## config.mk

```make
export PLATFORM = sky130hd
export DESIGN_NAME = build_deck
export DESIGN_NICKNAME = d
export VERILOG_FILES = /design/src/rtl/build_deck_pkg.sv /design/src/rtl/build_deck_if.sv /design/src/rtl/build_deck_ctrl.sv /design/src/rtl/card_node_pack.sv /design/src/rtl/build_deck.sv
export SDC_FILE = /design/constraint.sdc
export NUM_CORES = 1
export LEC_CHECK = 0
export ABC_AREA = 1
export CORE_MARGIN = 3
export CORE_UTILIZATION = 45
export CTS_BUF_LIST = sky130_fd_sc_hd__clkbuf_8
export CTS_CLUSTER_DIAMETER = 60
export DETAILED_ROUTE_END_ITERATION = 16
export PLACE_DENSITY = 0.73
export SLEW_MARGIN = 25
export SYNTH_ARGS = -nofsm -noshare
export SYNTH_HDL_FRONTEND = slang
export SYNTH_HIERARCHICAL = 1
export SYNTH_SLANG_ARGS = --single-unit
```

## constraint.sdc

```tcl
create_clock -name clock -period 8.9 [get_ports clock]
set_input_delay 1.335 -clock clock [delete_from_list [all_inputs] [get_ports clock]]
set_output_delay 1.335 -clock clock [all_outputs]
set_load 0.05 [all_outputs]
```

## src/rtl/build_deck_pkg.sv

```systemverilog
// Shared card definitions: node word layout, null pointer, deck geometry and
// the controller state encoding.
package build_deck_pkg;
  localparam int ADDR_W        = 10;
  localparam int WORD_W        = 32;
  localparam int CNT_W         = 11;
  localparam int DECK_SIZE_DEF = 52;
  localparam int SUIT_CARDS    = 13;

  localparam logic [ADDR_W-1:0] NULL_ADDR = '0;

  // Bit positions follow declaration order: [31] alloc ... [9:0] next.
  typedef struct packed {
    logic              alloc;
    logic [3:0]        value;
    logic [1:0]        suit;
    logic [14:0]       rsvd;
    logic [ADDR_W-1:0] next;
  } node_t;

  typedef enum logic [2:0] {
    S_IDLE, S_CLEAR, S_BUILD, S_VERIFY, S_DRAIN, S_DONE
  } state_t;
endpackage

```

## src/rtl/build_deck_if.sv

```systemverilog
// Single-port RAM bus between the deck builder and its node memory.
interface build_deck_if;
  logic [build_deck_pkg::ADDR_W-1:0] address;
  logic [build_deck_pkg::WORD_W-1:0] data;
  logic                              wren;
  logic [build_deck_pkg::WORD_W-1:0] q;

  modport master (output address, data, wren, input  q);
  modport slave  (input  address, data, wren, output q);
endinterface

```

## src/rtl/build_deck_ctrl.sv

```systemverilog
// Clear / build / verify sequencer driving the node RAM through the bus
// interface. RAM outputs are decoded from state so reset forces them to 0.
module build_deck_ctrl import build_deck_pkg::*; #(
  parameter logic [ADDR_W-1:0] BASE_ADDR   = 10'd1,
  parameter int                DECK_SIZE   = DECK_SIZE_DEF,
  parameter int                CLEAR_WORDS = 1024
) (
  input  logic              clock,
  input  logic              resetn,
  input  logic              start,
  output logic              busy,
  output logic              done,
  output logic              error,
  output logic [ADDR_W-1:0] head_addr,
  build_deck_if.master      ram
);
  state_t           state, nstate;
  logic [CNT_W-1:0] cnt, idx, pack_k;
  logic [1:0]       vld_pipe;
  logic             miss, start_acc;
  node_t            node;

  // One packer: BUILD feeds the live count, compares feed the delayed index.
  assign pack_k = (state == S_BUILD) ? cnt : idx;

  card_node_pack #(.BASE_ADDR(BASE_ADDR), .DECK_SIZE(DECK_SIZE)) u_pack (
    .k    (pack_k),
    .node (node)
  );

  assign start_acc = ((state == S_IDLE) || (state == S_DONE)) && start;
  assign busy      = (state != S_IDLE) && (state != S_DONE);
  assign done      = (state == S_DONE);
  assign head_addr = done ? BASE_ADDR : NULL_ADDR;

  always_ff @(posedge clock or negedge resetn) begin
    if (!resetn) begin
      state    <= S_IDLE;
      cnt      <= '0;
      idx      <= '0;
      vld_pipe <= '0;
      miss     <= 1'b0;
      error    <= 1'b0;
    end else begin
      state <= nstate;
      if (nstate != state) cnt <= '0;
      else if (busy)       cnt <= cnt + CNT_W'(1);
      // Read issued at stage 0 returns data a cycle later; the mismatch is
      // registered and folded into error one more cycle on.
      idx         <= cnt;
      vld_pipe[0] <= (state == S_VERIFY);
      miss        <= vld_pipe[0] && (ram.q != WORD_W'(node));
      vld_pipe[1] <= vld_pipe[0];
      if (start_acc)                error <= 1'b0;
      else if (vld_pipe[1] && miss) error <= 1'b1;
    end
  end

  always_comb begin
    nstate      = state;
    ram.address = '0;
    ram.data    = '0;
    ram.wren    = 1'b0;
    case (state)
      S_IDLE, S_DONE: if (start) nstate = S_CLEAR;
      S_CLEAR: begin
        ram.address = ADDR_W'(cnt);
        ram.wren    = 1'b1;
        if (cnt == CNT_W'(CLEAR_WORDS - 1)) nstate = S_BUILD;
      end
      S_BUILD: begin
        ram.address = BASE_ADDR + ADDR_W'(cnt);
        ram.data    = WORD_W'(node);
        ram.wren    = 1'b1;
        if (cnt == CNT_W'(DECK_SIZE - 1)) nstate = S_VERIFY;
      end
      S_VERIFY: begin
        ram.address = BASE_ADDR + ADDR_W'(cnt);
        if (cnt == CNT_W'(DECK_SIZE - 1)) nstate = S_DRAIN;
      end
      // Two cycles: last compare, then last error fold.
      S_DRAIN: if (cnt == CNT_W'(1)) nstate = S_DONE;
      default: nstate = S_IDLE;
    endcase
  end
endmodule

```

## src/rtl/card_node_pack.sv

```systemverilog
// Maps a card index k to its fully formed node word.
module card_node_pack import build_deck_pkg::*; #(
  parameter logic [ADDR_W-1:0] BASE_ADDR = 10'd1,
  parameter int                DECK_SIZE = DECK_SIZE_DEF
) (
  input  logic [CNT_W-1:0] k,
  output node_t            node
);
  always_comb begin
    node       = '0;
    node.alloc = 1'b1;
    node.value = 4'(k % 11'd13) + 4'd1;
    node.suit  = 2'(k / 11'd13);
    node.next  = (k == CNT_W'(DECK_SIZE - 1)) ? NULL_ADDR
                                              : BASE_ADDR + ADDR_W'(k) + ADDR_W'(1);
  end
endmodule

```

## src/rtl/build_deck.sv

```systemverilog
// Builds a 52-card singly linked deck in an external RAM: clear, write, verify.
module build_deck import build_deck_pkg::*; #(
  parameter logic [ADDR_W-1:0] BASE_ADDR   = 10'd1,
  parameter int                DECK_SIZE   = DECK_SIZE_DEF,
  parameter int                CLEAR_WORDS = 1024
) (
  input  logic              clock,
  input  logic              resetn,
  input  logic              start,
  output logic              busy,
  output logic              done,
  output logic              error,
  output logic [ADDR_W-1:0] head_addr,
  output logic [ADDR_W-1:0] ram_address,
  output logic              ram_clock,
  output logic [WORD_W-1:0] ram_data,
  output logic              ram_wren,
  input  logic [WORD_W-1:0] ram_q
);
  build_deck_if ram_bus ();

  build_deck_ctrl #(
    .BASE_ADDR   (BASE_ADDR),
    .DECK_SIZE   (DECK_SIZE),
    .CLEAR_WORDS (CLEAR_WORDS)
  ) u_ctrl (
    .clock     (clock),
    .resetn    (resetn),
    .start     (start),
    .busy      (busy),
    .done      (done),
    .error     (error),
    .head_addr (head_addr),
    .ram       (ram_bus)
  );

  assign ram_address = ram_bus.address;
  assign ram_data    = ram_bus.data;
  assign ram_wren    = ram_bus.wren;
  assign ram_bus.q   = ram_q;
  assign ram_clock   = clock;
endmodule

```

==> impl_metrics.yaml, run 1 <==
outcome:
  status: "complete, no violations"
timing:
  rsz0062_at_grt: "false"
  max-slew-margin-rel_pct: 37.1
  timing.final.hold_violations: 0
  transition_time_of_the_tightest_slew_check_pin_ns: 0.940
  setup_tns_ns: 0
  endpoints_failing_setup: 0
  worst_clock_skew_ns: 0.00556
  period_needed_ns: 8.30
  slew_viol_final: 0
  clock.fmax_mhz: 121
  fin_worst_hold_slack_ns: 0.383
  least_setup_slack_across_all_paths_after_layout_ns: 0.604
  final.period_utilization_pct: 93.2
synth:
  synth-main-ff-cell: "dfrtp_1"
  async_set_or_reset_flop_fraction_in_the_synthesized_netlist_pct: 100
  ys_seq_elements: 29
  ys_types: 39
  synth_sequential_area_ratio_pct: 16.2
  ys_warn_count: 6
  syn-instance-count: 726
  avgSynthCellArea_sq_um: 6.18
  synth-edff-count: 0
  mappedNetlistArea_sq_mm: 0.00449
die:
  placementRows: 35
  fp.coreArea_sq_mm: 0.00946
  die_h_um: 106
  dieWidth_um: 106
  initial_core_util_pct: 47.4
  pin_count: 92
  fp.dieArea_sq_mm: 0.0112
route:
  drt_wl_total_um: 11400
  drt_iter0_drc: 187
  drtPass1Iterations: 5
  detail_route.vias_per_cell: 4.90
  vias: 4517
  antenna_violating_nets_post_route: 0
  drc_errors: 0
  routed_wire_length_per_instance_um: 12.4
placement:
  place_hpwl_um: 9220
  dp_slack_ns: 0.0334
  port-buffer-count: 67
  post-place-cells: 910
  weighted_congestion_at_the_end_of_routability_driven_global_placement: 0.943
grt:
  first_pass_grt_wire_length_um: 19400
  first_global_vias: 4306
  pin_count_of_the_biggest_net_entering_global_routing: 35
  grt_overflow_total: 0
  antenna_found_initial: 0
  global_route.usage.total_pct: 20.3
power_and_ir_drop:
  p_switching_mw: 0.588
  pwr-share-clk_pct: 14.7
  sequentialPowerShare_pct: 16.3
  intPower_mw: 0.509
  pwr_density_cell_mw_per_mm2: 198
  ir_drop_mv: 0.223
  switching_share_pct: 53.6
  p_leak_nw: 2.70
  combinationalPowerShare_pct: 69.1
run:
  max_capacitance_violation_count: 0
setup_path:
  max_stage_delay_ns: 0.45
  timing.critical_path.to_type: "output port"
  critical_path_peak_fanout: 18
  critical_path.n_buffers_inverters: 7
  critical-path-slowest-cell: "dfrtp_2"
  arrival_time_reported_for_the_critical_path_endpoint_ns: 6.96
  critical_path.top_delay_family: "simple AND/OR/NAND/NOR gates"
  cp.required_ns: 7.57
  timing.setup.critical_path_class: "reg2out"
  worst_setup_path_start_kind: "flop"
cells_and_area:
  layout-area-overhead-vs-synth_pct: 23.5
  mostFrequentLayoutCells: "nand2_1, inv_1, nor2_1"
  antenna-diode-count: 0
  most_frequent_standard_cell_in_the_layout_excluding_fill_and_tap_cells: "nand2_1"
  multi_input_comb_area_sq_mm: 0.00322
  nFillCells: 910
  area.sequential_sq_um: 728
  finish.cell_count_without_fillers: 922
  drive_gt1_share_pct: 21.6
  utilization_pct: 58.6
  fin_nets: 836
clock_tree:
  clock_latency_late_sink_ns: 0.38
  clkSlewWorstSetupHoldPaths_ns: 0.06
  cts_tree: "built"
min_path:
  min_path_type: "reg2reg"
[path summary, 6_finish.rpt]
check                                                   from                           end  slack, ns  depth (start not counted)
worst max-delay path               u_ctrl/state[2]$_DFF_PN0_                  ram_data[29]       0.60                         55
worst min-delay path            u_ctrl/vld_pipe[0]$_DFF_PN0_  u_ctrl/vld_pipe[1]$_DFF_PN0_       0.38                          0
worst max register to register     u_ctrl/state[2]$_DFF_PN0_         u_ctrl/miss$_DFF_PN0_       1.94                         59
worst min register to register  u_ctrl/vld_pipe[0]$_DFF_PN0_  u_ctrl/vld_pipe[1]$_DFF_PN0_       0.38                          0
max in group asynchronous                             resetn     u_ctrl/state[0]$_DFF_PN0_       7.25                          2
min in group asynchronous                             resetn      u_ctrl/error$_DFFE_PN0P_       1.36                          2
[cell families after synthesis]
| logic type | synth area share (%) |
|---|---|
| buffers and inverters | 17.0 |
| adders and majority gates | 2.51 |
| AOI/OAI and AO/OA | 5.97 |
| and+or+nand+nor | 48.9 |
| xor gates and xnor gates | 9.17 |
| other | 0.251 |
| DFF | 16.2 |
[routing by layer]
layer / part of all wire, % / vias up / wire [um] / track usage (%)
met3: 3.5 / 15 / 404 / 2.45
met2: 53 / 106 / 6000 / 37.1
met4: 0.95 / 0 / 108 / 3.70
li1: - / 2342 / - / -
met5: 0 / - / 0 / 0
met1: 43 / 2054 / 4900 / 25.8
[power groups by stage]
stage               sequential (mW)  clock (mW)  combinational [mW]
floorplan                     0.170      0.0242               0.572
global placement              0.178      0.0259               0.688
detailed placement            0.179      0.0259               0.700
CTS                           0.177       0.165               0.707
global route                  0.183       0.173               0.844
finish                        0.179       0.161               0.758
[through the flow]
stage / total power, mW / instance area (sq um)
6_report: 1.10 / 5540
5_1_grt: 1.20 / 5540
4_1_cts: 1.05 / 5370
3_5_place_dp: 0.905 / 5240
3_3_place_gp: 0.892 / 5240
2_1_floorplan: 0.767 / 4570
[cells in the mapped netlist, types with 4 or more instances]
cell type,instances,share of area [%]
inv_1,100,8.4
clkbuf_1,4,0.33
o22ai_1,6,0.84
nor2_4,11,2.8
nand2_4,16,4.0
ha_1,9,2.5
nor2_1,75,6.3
a21oi_1,7,0.78
nor3_1,4,0.45
buf_4,28,4.7
xnor2_1,31,6.0
nand4_1,26,3.6
nor2_2,20,2.8
buf_2,6,0.67
xor2_1,16,3.1
nand3_1,70,7.8
dfrtp_1,29,16
nand2_2,34,4.7
inv_2,22,1.8
o21ai_0,32,3.6
nand3_2,4,0.89
clkinv_1,4,0.33
nand2_1,148,12
[area by class of cell]
class / count / share of cell area, %
Clock buffer: 9 / 2.17
Clock inverter: 3 / 0.248
Inverter: 127 / 8.85
Multi-Input combinational cell: 550 / 58.1
Sequential cell: 29 / 13.1
Tap cell: 129 / 2.91
Timing Repair Buffer: 75 / 14.6
[timing repair]
action,in CTS,in global routing
resized for setup,5,47
hold buffers,0,0
endpoints found under the setup margin,3,5
pin swaps,0,9
buffers inserted,0,1
[registers in the layout, indices dropped and copies added, names as in the netlist]
name             flops
u_ctrl/cnt          11
u_ctrl/error         1
u_ctrl/idx          11
u_ctrl/miss          1
u_ctrl/state         3
u_ctrl/vld_pipe      2
No activity file was read; power rests on OpenSTA's default activity.
==> run 2, diff against run 1 <==
--- a/config.mk
+++ b/config.mk
@@ -6,12 +6,14 @@
 export NUM_CORES = 1
 export LEC_CHECK = 0
 export ABC_AREA = 1
+export CELL_PAD_IN_SITES_DETAIL_PLACEMENT = 1
+export CELL_PAD_IN_SITES_GLOBAL_PLACEMENT = 2
 export CORE_MARGIN = 3
-export CORE_UTILIZATION = 45
+export CORE_UTILIZATION = 28
 export CTS_BUF_LIST = sky130_fd_sc_hd__clkbuf_8
 export CTS_CLUSTER_DIAMETER = 60
 export DETAILED_ROUTE_END_ITERATION = 16
-export PLACE_DENSITY = 0.73
+export PLACE_DENSITY = 0.85
 export SLEW_MARGIN = 25
 export SYNTH_ARGS = -nofsm -noshare
 export SYNTH_HDL_FRONTEND = slang
==> constraint.sdc (replaced) <==
create_clock -name clock -period 8.35 [get_ports clock]
set_input_delay 1.2525 -clock clock [delete_from_list [all_inputs] [get_ports clock]]
set_output_delay 1.2525 -clock clock [all_outputs]
set_load 0.05 [all_outputs]
==> run 2 against run 1 <==
Against the previous run: clock-buffer cell count is the same; register-to-register slack lost 0.61 ns; worst setup slack lost 0.36 ns; clock power grew 9.9%; non-clock buffer count grew 49; total power grew 23%; final cell count grew 14%; via count grew 5.5%; clock skew grew 0.00059 ns; flip-flop and latch count is the same; global-route usage shrank 5.3 points; design area grew 16%; critical path type unchanged; largest cell class unchanged.
==> impl_metrics.yaml, run 2 (synthesized netlist as in run 1, its figures left out) <==
setup_path:
  worst-r2r-setup-slack_ns: 1.33
  cp.required_ns: 7.10
  worst_r2r_startpoint: "u_ctrl/state[1]$_DFF_PN0_"
  critical-path-slowest-cell: "dfrtp_1"
  arrival_time_reported_for_the_critical_path_endpoint_ns: 6.85
  worst_r2r_endpoint: "u_ctrl/miss$_DFF_PN0_"
  worst_r2r_path_depth: 61
  max_stage_delay_ns: 0.36
  timing.critical_path.to_type: "output port"
  worst_setup_path_start_kind: "flop"
  cp_common_cell: "nand2_4"
  timing.setup.critical_path_class: "reg2out"
  critical_path_peak_fanout: 7
timing:
  timing.final.hold_violations: 0
  rsz0062_at_grt: "true"
  transition_time_of_the_tightest_slew_check_pin_ns: 0.928
  endpoints_failing_setup: 0
  worst_clock_skew_ns: 0.00615
  clock.fmax_mhz: 123
  period_needed_ns: 8.10
  slew_viol_final: 0
  max-slew-margin-rel_pct: 37.9
  final.period_utilization_pct: 97.1
min_path:
  hold_start: "u_ctrl/vld_pipe[0]$_DFF_PN0_"
  hold-path-endpoint: "u_ctrl/vld_pipe[1]$_DFF_PN0_"
  min_path_type: "reg2reg"
  hold_depth: 0
grt:
  antenna_found_initial: 0
  pin_count_of_the_biggest_net_entering_global_routing: 34
  global_route.usage.total_pct: 15.0
  first_pass_grt_wire_length_um: 22500
  first_global_vias: 4651
  grt_overflow_total: 0
outcome:
  status: "complete, no violations"
cells_and_area:
  drive_gt1_share_pct: 32.7
  area.sequential_sq_um: 727
  finish.cell_count_without_fillers: 1054
  layout-area-overhead-vs-synth_pct: 43.2
  fin_nets: 886
  antenna-diode-count: 0
  utilization_pct: 41.7
  mostFrequentLayoutCells: "nand2_1, inv_1, nor2_1"
  multi_input_comb_area_sq_mm: 0.00357
  most_frequent_standard_cell_in_the_layout_excluding_fill_and_tap_cells: "nand2_1"
  nFillCells: 2024
  largest_registers: "u_ctrl/cnt: 11 flops, u_ctrl/idx: 11 flops, u_ctrl/state: 3 flops"
power_and_ir_drop:
  pwr_density_cell_mw_per_mm2: 211
  p_leak_nw: 3.05
  ir_drop_mv: 0.254
  intPower_mw: 0.639
  sequentialPowerShare_pct: 13.8
  pwr-share-clk_pct: 13.1
  p_switching_mw: 0.717
  switching_share_pct: 52.9
  combinationalPowerShare_pct: 73.1
route:
  detail_route.vias_per_cell: 4.52
  drtPass1Iterations: 4
  vias: 4764
  routed_wire_length_per_instance_um: 13.9
  drt_wl_total_um: 14600
  antenna_violating_nets_post_route: 0
  drt_iter0_drc: 85
  drc_errors: 0
clock_tree:
  clkSlewWorstSetupHoldPaths_ns: 0.07
  clock_latency_late_sink_ns: 0.39
  cts_tree: "built"
die:
  initial_core_util_pct: 29.1
  placementRows: 45
  fp.dieArea_sq_mm: 0.0176
  die_h_um: 133
  fp.coreArea_sq_mm: 0.0154
  pin_count: 92
  dieWidth_um: 133
placement:
  port-buffer-count: 67
  weighted_congestion_at_the_end_of_routability_driven_global_placement: 0.825
  post-place-cells: 1000
  place_hpwl_um: 11100
run:
  max_capacitance_violation_count: 0
run 2: cell count changes in the layout (fill, tap and decap cells not counted), moves of 3 or more:
cell and change:
buf_4 +44, nand2_1 -26, nand2_4 +13, nand3_1 -13
nand3_2 +12, nand2_2 +10, nor2_1 -6, inv_1 -5
nand2_8 +4, a21oi_1 -3, a21oi_2 +3, buf_6 +3
nor2_2 +3, nor2_4 +3
run 2: worst max path at each step:
stage / slack [ns] / endpoint / cells past startpoint / from
global route: -0.29 / ram_data[29] / 55 / u_ctrl/state[1]$_DFF_PN0_
global placement: 0.24 / ram_data[29] / 51 / u_ctrl/state[2]$_DFF_PN0_
finish: 0.25 / ram_data[29] / 57 / u_ctrl/state[1]$_DFF_PN0_
CTS: 0.01 / ram_data[29] / 56 / u_ctrl/state[2]$_DFF_PN0_
detailed placement: 0.08 / ram_data[29] / 54 / u_ctrl/state[2]$_DFF_PN0_
floorplan: 0.29 / ram_data[29] / 53 / u_ctrl/state[2]$_DFF_PN0_
run 2: per-layer routing:
metal	vias to the layer above	part of all wire, %	track usage, %
met5	-	0	0
met2	45	52	26.3
met3	15	0.98	1.14
met4	0	1.3	3.23
li1	2438	-	-
met1	2266	45	20.1
run 2: what timing repair did:
item | CTS | global route
hold buffers | 0 | 0
pin swaps | 5 | 68
gates resized for setup | 14 | 125
endpoints found under the setup margin | 3 | 5
cloned | 0 | 3
setup buffers | 3 | 37
run 2: final cells by class:
class / instances / area share (%)
clock buffers: 9 / 1.87
flip-flops and latches: 29 / 11.3
repair buffers: 124 / 19.1
well taps: 211 / 4.11
multi-input cells: 551 / 55.5
inverters: 127 / 7.79
clock inverters: 3 / 0.273
run 2: critical path: cells and delay by family, from the launching register on:
family          cells  cell delay [ns]
flops               1             0.36
xor+xnor            1             0.19
simple gates       43             4.63
buf+inv             9             0.73
fa+ha+maj           3             0.46
compound gates      1             0.06
run 2: power by group through the flow:
stage | sequential (mW) | clock (mW) | combinational (mW)
after floorplan | 0.181 | 0.0258 | 0.610
after global placement | 0.186 | 0.0276 | 0.783
after detailed placement | 0.187 | 0.0276 | 0.786
after CTS | 0.184 | 0.184 | 0.826
after global routing | 0.191 | 0.191 | 1.10
final | 0.187 | 0.177 | 0.991
run 2: metrics by stage:
step                hold slack (ns)  TNS, ns  power, mW  instance area (sq um)  setup slack, ns
floorplan                     0.354        0      0.817                   4570            0.288
global placement              0.355        0      0.996                   5400            0.241
detailed placement            0.360        0       1.00                   5400           0.0849
CTS                           0.375        0       1.19                   5600           0.0100
global route                  0.394   -0.891       1.48                   6430           -0.288
finish                        0.372        0       1.36                   6430            0.245
==> run 3, diff against run 2 <==
--- a/config.mk
+++ b/config.mk
@@ -8,7 +8,6 @@
 export ABC_AREA = 1
 export CELL_PAD_IN_SITES_DETAIL_PLACEMENT = 1
 export CELL_PAD_IN_SITES_GLOBAL_PLACEMENT = 2
-export CORE_MARGIN = 3
 export CORE_UTILIZATION = 28
 export CTS_BUF_LIST = sky130_fd_sc_hd__clkbuf_8
 export CTS_CLUSTER_DIAMETER = 60
==> run 3 against run 2 <==
Against the previous run: clock power is essentially flat; highest routed layer unchanged; core utilization shrank 0.19 points; largest cell class unchanged; worst hold slack gained 0.0010 ns; total power shrank 0.32%; critical path type unchanged; sequential power is essentially flat; first-iteration DRC count grew 64%; maximum frequency grew 1.0%; design area shrank 0.47%.
==> impl_metrics.yaml, run 3 (synthesized netlist as in run 1, its figures left out) <==
route:
  drc_errors: 0
  drt_iter0_drc: 139
  drtPass1Iterations: 4
  met2RoutedLength_um: 7560
  drt_wl_total_um: 14400
  route.layer.met1.wl_um: 6420
  maxUsedRoutingLayer: "met4"
  detail_route.vias_per_cell: 4.48
  vias: 4711
  wl_met3_um: 290
  antenna_violating_nets_post_route: 0
  routed_wire_length_per_instance_um: 13.7
timing:
  period_needed_ns: 8.02
  final.period_utilization_pct: 96.1
  setup_tns_ns: 0
  max-slew-margin-rel_pct: 36.3
  fin_worst_hold_slack_ns: 0.373
  timing.final.hold_violations: 0
  endpoints_failing_setup: 0
  worst_clock_skew_ns: 0.00626
  slew_viol_final: 0
  transition_time_of_the_tightest_slew_check_pin_ns: 0.952
  clock.fmax_mhz: 125
die:
  pin_count: 92
  placementRows: 45
  initial_core_util_pct: 29.1
  fp.dieArea_sq_mm: 0.0165
  die_h_um: 129
  fp.coreArea_sq_mm: 0.0154
  dieWidth_um: 129
grt:
  grt_overflow_total: 0
  first_pass_grt_wire_length_um: 21900
  antenna_found_initial: 0
  first_global_vias: 4570
  global_route.usage.total_pct: 16.3
  pin_count_of_the_biggest_net_entering_global_routing: 32
min_path:
  hold-path-endpoint: "u_ctrl/vld_pipe[1]$_DFF_PN0_"
  min_path_type: "reg2reg"
  hold_start: "u_ctrl/vld_pipe[0]$_DFF_PN0_"
  hold_depth: 0
clock_tree:
  clock_latency_late_sink_ns: 0.38
  postCtsHoldBufs: 0
  cts_tree: "built"
  clkSlewWorstSetupHoldPaths_ns: 0.06
cells_and_area:
  layout-area-overhead-vs-synth_pct: 42.5
  nFillCells: 2009
  drive_gt1_share_pct: 31.8
  most_frequent_standard_cell_in_the_layout_excluding_fill_and_tap_cells: "nand2_1"
  utilization_pct: 41.5
  area.sequential_sq_um: 727
  antenna-diode-count: 0
  multi_input_comb_area_sq_mm: 0.00356
  mostFrequentLayoutCells: "nand2_1, inv_1, nor2_1"
  largest_registers: "u_ctrl/cnt: 11 flops, u_ctrl/idx: 11 flops, u_ctrl/state: 3 flops"
  fin_nets: 884
setup_path:
  worst_r2r_startpoint: "u_ctrl/state[1]$_DFF_PN0_"
  max_stage_delay_ns: 0.38
  worst_setup_path_start_kind: "flop"
  critical_path_peak_fanout: 7
  timing.setup.critical_path_class: "reg2out"
  critical-path-slowest-cell: "dfrtp_1"
  worst-r2r-setup-slack_ns: 1.41
  worst_r2r_endpoint: "u_ctrl/miss$_DFF_PN0_"
  worst_r2r_path_depth: 62
  cp.required_ns: 7.10
  cp_common_cell: "nand2_4"
  cp-startpoint: "u_ctrl/state[1]$_DFF_PN0_"
  timing.critical_path.to_type: "output port"
  arrival_time_reported_for_the_critical_path_endpoint_ns: 6.77
power_and_ir_drop:
  ir_drop_mv: 0.289
  pwr_density_cell_mw_per_mm2: 211
  p_leak_nw: 3.08
  finalPower_mw: 1.35
placement:
  weighted_congestion_at_the_end_of_routability_driven_global_placement: 0.803
  port-buffer-count: 67
  place_hpwl_um: 11100
run:
  max_capacitance_violation_count: 0
outcome:
  status: "complete, no violations"
-- run 3: cell types whose count changed in the layout (fill, tap and decap cells not counted), sizes merged --
cell / previous run / this run
inv: 122 / 123
buf: 62 / 60
clkbuf: 10 / 11
clkinvlp: 2 / 1
clkinv: 6 / 4
-- run 3: layer usage --
metal	global-route usage (%)	up-vias
met2	29.7	46
met5	0	-
met4	3.25	0
li1	-	2429
met1	20.9	2226
met3	1.33	10
-- run 3: area by class of cell --
type                    instances  share of cell area (%)
multi-input cells             551                    55.7
repair buffers                122                    19.0
flip-flops and latches         29                    11.4
inverters                     127                    7.71
well taps                     211                    4.13
clock buffers                  10                    2.09
clock inverters                 1                  0.0587
-- run 3: what timing repair did --
action,CTS,global route
endpoints found under the setup margin,3,4
buffers inserted,4,35
pin swaps,5,54
gates cloned,0,3
resized for setup,19,115
endpoints found under the hold margin,0,0
-- run 3: critical path: cells and delay by family (launching register included) --
kind	cells	cell delay, ns
buf+inv	10	0.83
simple gates	46	4.74
flops	1	0.38
compound gates	1	0.06
fa+ha+maj	2	0.35
-- run 3: worst max-delay path by stage --
stage	cells after the start	slack [ns]	end
floorplan	53	0.29	ram_data[29]
global placement	51	0.23	ram_data[29]
detailed placement	53	0.08	ram_data[29]
CTS	51	0.008	ram_data[29]
global route	58	-0.16	ram_data[29]
finish	59	0.33	ram_data[30]
-- run 3: power breakdown --
part / switching (mW) / total [mW] / internal [mW]
Combinational: 0.613 / 0.981 / 0.368
Sequential: 0.0255 / 0.190 / 0.164
Clock: 0.0775 / 0.180 / 0.103
-- run 3: stage by stage --
stage               std cells  instance area (sq um)  setup slack (ns)
floorplan                 748                   4570             0.288
global placement          999                   5400             0.225
detailed placement        999                   5400            0.0751
CTS                      1013                   5620           0.00838
global route             1051                   6400            -0.161
finish                   1051                   6400             0.325
==> RTL change 1: new RTL, flow settings as in run 1 <==
Reset style: synchronous (`resetn`), changed in one clocked block.
--- a/src/rtl/build_deck_ctrl.sv
+++ b/src/rtl/build_deck_ctrl.sv
@@ -33,7 +33,7 @@
   assign done      = (state == S_DONE);
   assign head_addr = done ? BASE_ADDR : NULL_ADDR;
 
-  always_ff @(posedge clock or negedge resetn) begin
+  always_ff @(posedge clock) begin
     if (!resetn) begin
       state    <= S_IDLE;
       cnt      <= '0;
Formal check against the unedited RTL: differs if resetn is asserted again (counterexample within 4 cycles, from zero or initial values and one cycle with resetn low); with resetn held inactive, the same outputs for 10 cycles.
==> RTL change 1 against run 1 <==
Sequential cell count stayed put. Worst hold slack better by 0.069 ns. Routed wire length is 0.21% lower. Final area is 1.3% higher. Worst setup slack worse by 0.094 ns. First-iteration DRC count is 19% higher. Synthesized area is 1.0% lower. Sequential share of layout area is 2.7 points lower. Synthesized cell count is 3.3% higher.
Power is not compared: it rests on default switching activity, and its combinational part moved more than twofold at a synthesized area within 25%.
==> RTL change 1: results (changes against run 1) <==
status: "completed"
diodes: 0  # unchanged
synth_ff_type: "dfxtp_1"
use_met3_pct: 2.51  # +0.061 points
grt_use_total_pct: 19.9  # -0.46 points
clk_pin_slew_ns: 0.06  # about the same
place.gp.congestion: 0.887  # -6.0%
cp_data_arrival_time_ns: 7.06  # +0.10 ns
fin_skew_ns: 0.00463  # -0.000928 ns
wire_per_inst_um: 11.9  # -3.6%
cpPeakStageDelay_ns: 0.37  # -0.08 ns
drtPass1Iterations: 6  # +1
place_area_um2: 5180  # -1.2%
ys_types: 40  # +2.6%
grt_use_met2_pct: 34.5  # -2.6 points
crit_slowest_cell: "dfxtp_4"
first_global_vias: 4395  # +2.1%
synth-seq-area-share_pct: 13.1  # -3.1 points
grt_pass1_wl_mm: 19.1  # -1.2%
grt_use_met1_pct: 25.4  # -0.35 points
ys_top_cells_by_area: "nand2_1 13%, dfxtp_1 13%, inv_1 9.6%"
p_leak_nw: 2.65
slew_headroom_pct: 38.7  # +1.6 points
dp_hpwl_mm: 9.07  # -1.6%
drt_first_iter_violations: 222  # +19%
path_max_fanout: 16  # -2
grt_antenna_before_repair: 0  # unchanged
vdd_ir_drop_max_uv: 171
num_vias: 4670  # +3.4%
layout.nets: 868  # +3.8%
hold_class: "reg2reg"
yosys_warnings: 6  # unchanged
grt_max_degree: 32  # -8.6%
drive_gt1_share_pct: 20.6  # -0.96 points
clock_latency_ns: 0.39
ys_top_cells_by_count: "157 x nand2_1, 114 x inv_1, 78 x nor2_1"
port_buffers: 67  # unchanged
ys_async_sr_fraction_pct: 0  # -100 points
## RTL change 1: timing repair
item,4_1_cts,5_1_grt
pin swaps,0,12
gates resized for setup,9,38
endpoints found under the setup margin,3,5
buffers inserted,0,9
gates cloned,0,1
## RTL change 1: metrics by stage
stage	hold slack (ns)	total power [mW]	worst slack [ns]	std cells	util (%)
after floorplan	0.405	0.218	0.612	772	-
after CTS	0.453	0.434	0.0197	944	57.0
final	0.452	0.431	0.509	954	59.6
after global routing	0.468	0.450	-0.0810	954	59.6
after global placement	0.416	0.235	0.370	933	55.0
after detailed placement	0.428	0.236	0.0956	933	55.0
## RTL change 1: logic make-up (layout without fill, tap and decap cells)
family	count (synthesis)	after routing	share of synthesized area, %
AOI/OAI and AO/OA	54	54	6.82
xor gates and xnor gates	48	48	9.46
adders and majority gates	9	9	2.54
buffers and inverters	180	233	18.1
DFF	29	29	13.1
other	3	25	0.254
and+or+nand+nor	427	427	49.7
## RTL change 1: area by class of cell
cell class	instances	area, um2
Clock buffer	9	120
Clock inverter	3	65.1
Fill cell	911	3800
Inverter	136	513
Multi-Input combinational cell	563	3290
Sequential cell	29	586
Tap cell	129	161
Timing Repair Buffer	85	881
## RTL change 1: final timing paths
check,startpoint,end,slack (ns),cells past startpoint
setup / recovery,u_ctrl/state[2],ram_data[29],0.51,56
hold / removal,u_ctrl/cnt[10],u_ctrl/idx[10],0.45,2
setup reg to reg,u_ctrl/state[2],u_ctrl/miss,1.63,61
hold reg to reg,u_ctrl/cnt[10],u_ctrl/idx[10],0.45,2
## RTL change 1: where the power goes
| group | switching, mW | internal [mW] | total [mW] | leakage (nW) |
|---|---|---|---|---|
| registers | 0.00253 | 0.131 | 0.133 | 0.235 |
| clock network | 0.0748 | 0.147 | 0.222 | 0.0936 |
| logic | 0.0448 | 0.0310 | 0.0758 | 2.32 |
## RTL change 1: layer usage
layer | up-vias | share of wire [%]
met2 | 124 | 50
met5 | - | 0
met4 | 0 | 1.8
li1 | 2428 | -
met1 | 2097 | 44
met3 | 21 | 4.2
## RTL change 1: critical path: cells and delay by family (launching register included)
| family | cells | cell delay (ns) |
|---|---|---|
| XOR/XNOR | 1 | 0.17 |
| AO/OA/AOI/OAI | 2 | 0.30 |
| adder cells (fa/ha/maj) | 3 | 0.54 |
| AND/OR/NAND/NOR | 40 | 4.26 |
| flip-flops | 1 | 0.37 |
| buffers and inverters | 10 | 1.03 |
==> RTL change 2: new RTL, flow settings as in run 1 <==
Without the edit above. Change the package constant `ADDR_W` from 10 to 11.
--- a/src/rtl/build_deck_pkg.sv
+++ b/src/rtl/build_deck_pkg.sv
@@ -1,7 +1,7 @@
 // Shared card definitions: node word layout, null pointer, deck geometry and
 // the controller state encoding.
 package build_deck_pkg;
-  localparam int ADDR_W        = 10;
+  localparam int ADDR_W        = 11;
   localparam int WORD_W        = 32;
   localparam int CNT_W         = 11;
   localparam int DECK_SIZE_DEF = 52;
Interface: changed (resized head_addr and ram_address); port bits go from 92 to 94. No check against the original RTL was run, so the function may have changed too.
==> RTL change 2 against run 1 <==
Total power is 9.1% higher. Via count fell by 0.62%. Register-to-register slack got worse by 0.31 ns. Non-clock buffer count rose by 12. Routed wire length is 1.3% lower. Sequential share of layout area down 0.18 points. Worst setup slack worse by 0.042 ns. Final area is 1.2% higher. First-iteration DRC count shrank 4.3%. Largest power group unchanged. Critical endpoint is now ram_data[30]. Sequential cell count unchanged. Synthesized area rose by 0.98%. Largest cell class unchanged. Die area up 0.93%.
==> RTL change 2: results (changes against run 1) <==
sw_frac_of_total_pct: 53.1  # -0.52 points
status: "completed"
floorplan.rows: 35  # unchanged
grt_pass1_wl_mm: 18.5  # -4.3%
num_vias: 4489  # -0.62%
drt_first_iter_violations: 179  # -4.3%
startpoint: "u_ctrl/state[2]"
vdd_ir_drop_max_uv: 301  # +35%
avgSynthCellArea_um2: 6.36  # +3.0%
wire_per_inst_um: 12.2  # -1.5%
drt-met1-wl_mm: 5.06  # +3.4%
cp-endpoint: "ram_data[30]"
wl_met2_mm: 5.71  # -4.8%
place.gp.congestion: 0.889  # -5.8%
reg2reg_slack_ns: 1.63  # -0.31 ns
multiInputGateArea_um2: 3230  # +0.19%
setup_slack_ns: 0.561  # -0.0423 ns
grt_use_met1_pct: 25.6  # -0.13 points
grt_use_met2_pct: 34.0  # -3.1 points
whs_ns: 0.390  # +0.00696 ns
cts_setup_buffers: 0  # unchanged
place_area_um2: 5290  # +1.1%
fin_cells: 924  # +0.22%
fin_skew_ns: 0.00397  # -0.00159 ns
use_met3_pct: 2.43  # -0.021 points
first_global_vias: 4105  # -4.7%
layout.nets: 838  # +0.24%
cp_data_arrival_time_ns: 7.00  # +0.04 ns
grt_use_total_pct: 19.8  # -0.54 points
largest_registers: "u_ctrl/cnt (11), u_ctrl/idx (11), u_ctrl/state (3)"
drive_gt1_share_pct: 22.8  # +1.2 points
highest_layer: "met4"
path_max_fanout: 22  # +4
port_buffers: 68  # +1.5%
dp_hpwl_mm: 9.10  # -1.2%
post-place-cells: 902  # -0.88%
worstMarginPinSlew_ns: 0.916  # -0.0239 ns
p_leak_nw: 2.82  # +4.6%
drtPass1Iterations: 6  # +1
wl_met3_um: 331  # -18%
fill_cells: 924  # +1.5%
dp_slack_ns: 0.411  # +0.377 ns
yosys_warnings: 6  # unchanged
post_cts_resized: 1  # -4
RTL change 2: cell types whose count changed in the layout (fill, tap and decap cells not counted), moves of 3 or more:
cell	change
nor2_4	+3
nor2_8	+3
nor2_1	-6
buf_4	+13
nand3_2	+3
inv_4	-3
nor2_2	-4
clkinv_1	-3
o22ai_1	-3
a31oi_1	+3
buf_12	-3
nand2_1	-8
RTL change 2: power by group through the flow:
stage	Clock (mW)	Combinational (mW)	Sequential, mW
floorplan	0.0242	0.629	0.175
global placement	0.0259	0.765	0.181
detailed placement	0.0259	0.775	0.182
CTS	0.185	0.781	0.180
global route	0.192	0.930	0.183
finish	0.181	0.836	0.180
RTL change 2: area by class of cell:
cell class / count / area share [%]
clock inverter: 1 / 0.0892
timing repair buffer: 87 / 15.4
multi-input combinational: 543 / 57.5
inverter: 124 / 8.55
sequential: 29 / 13.0
tap: 129 / 2.88
clock buffer: 11 / 2.63
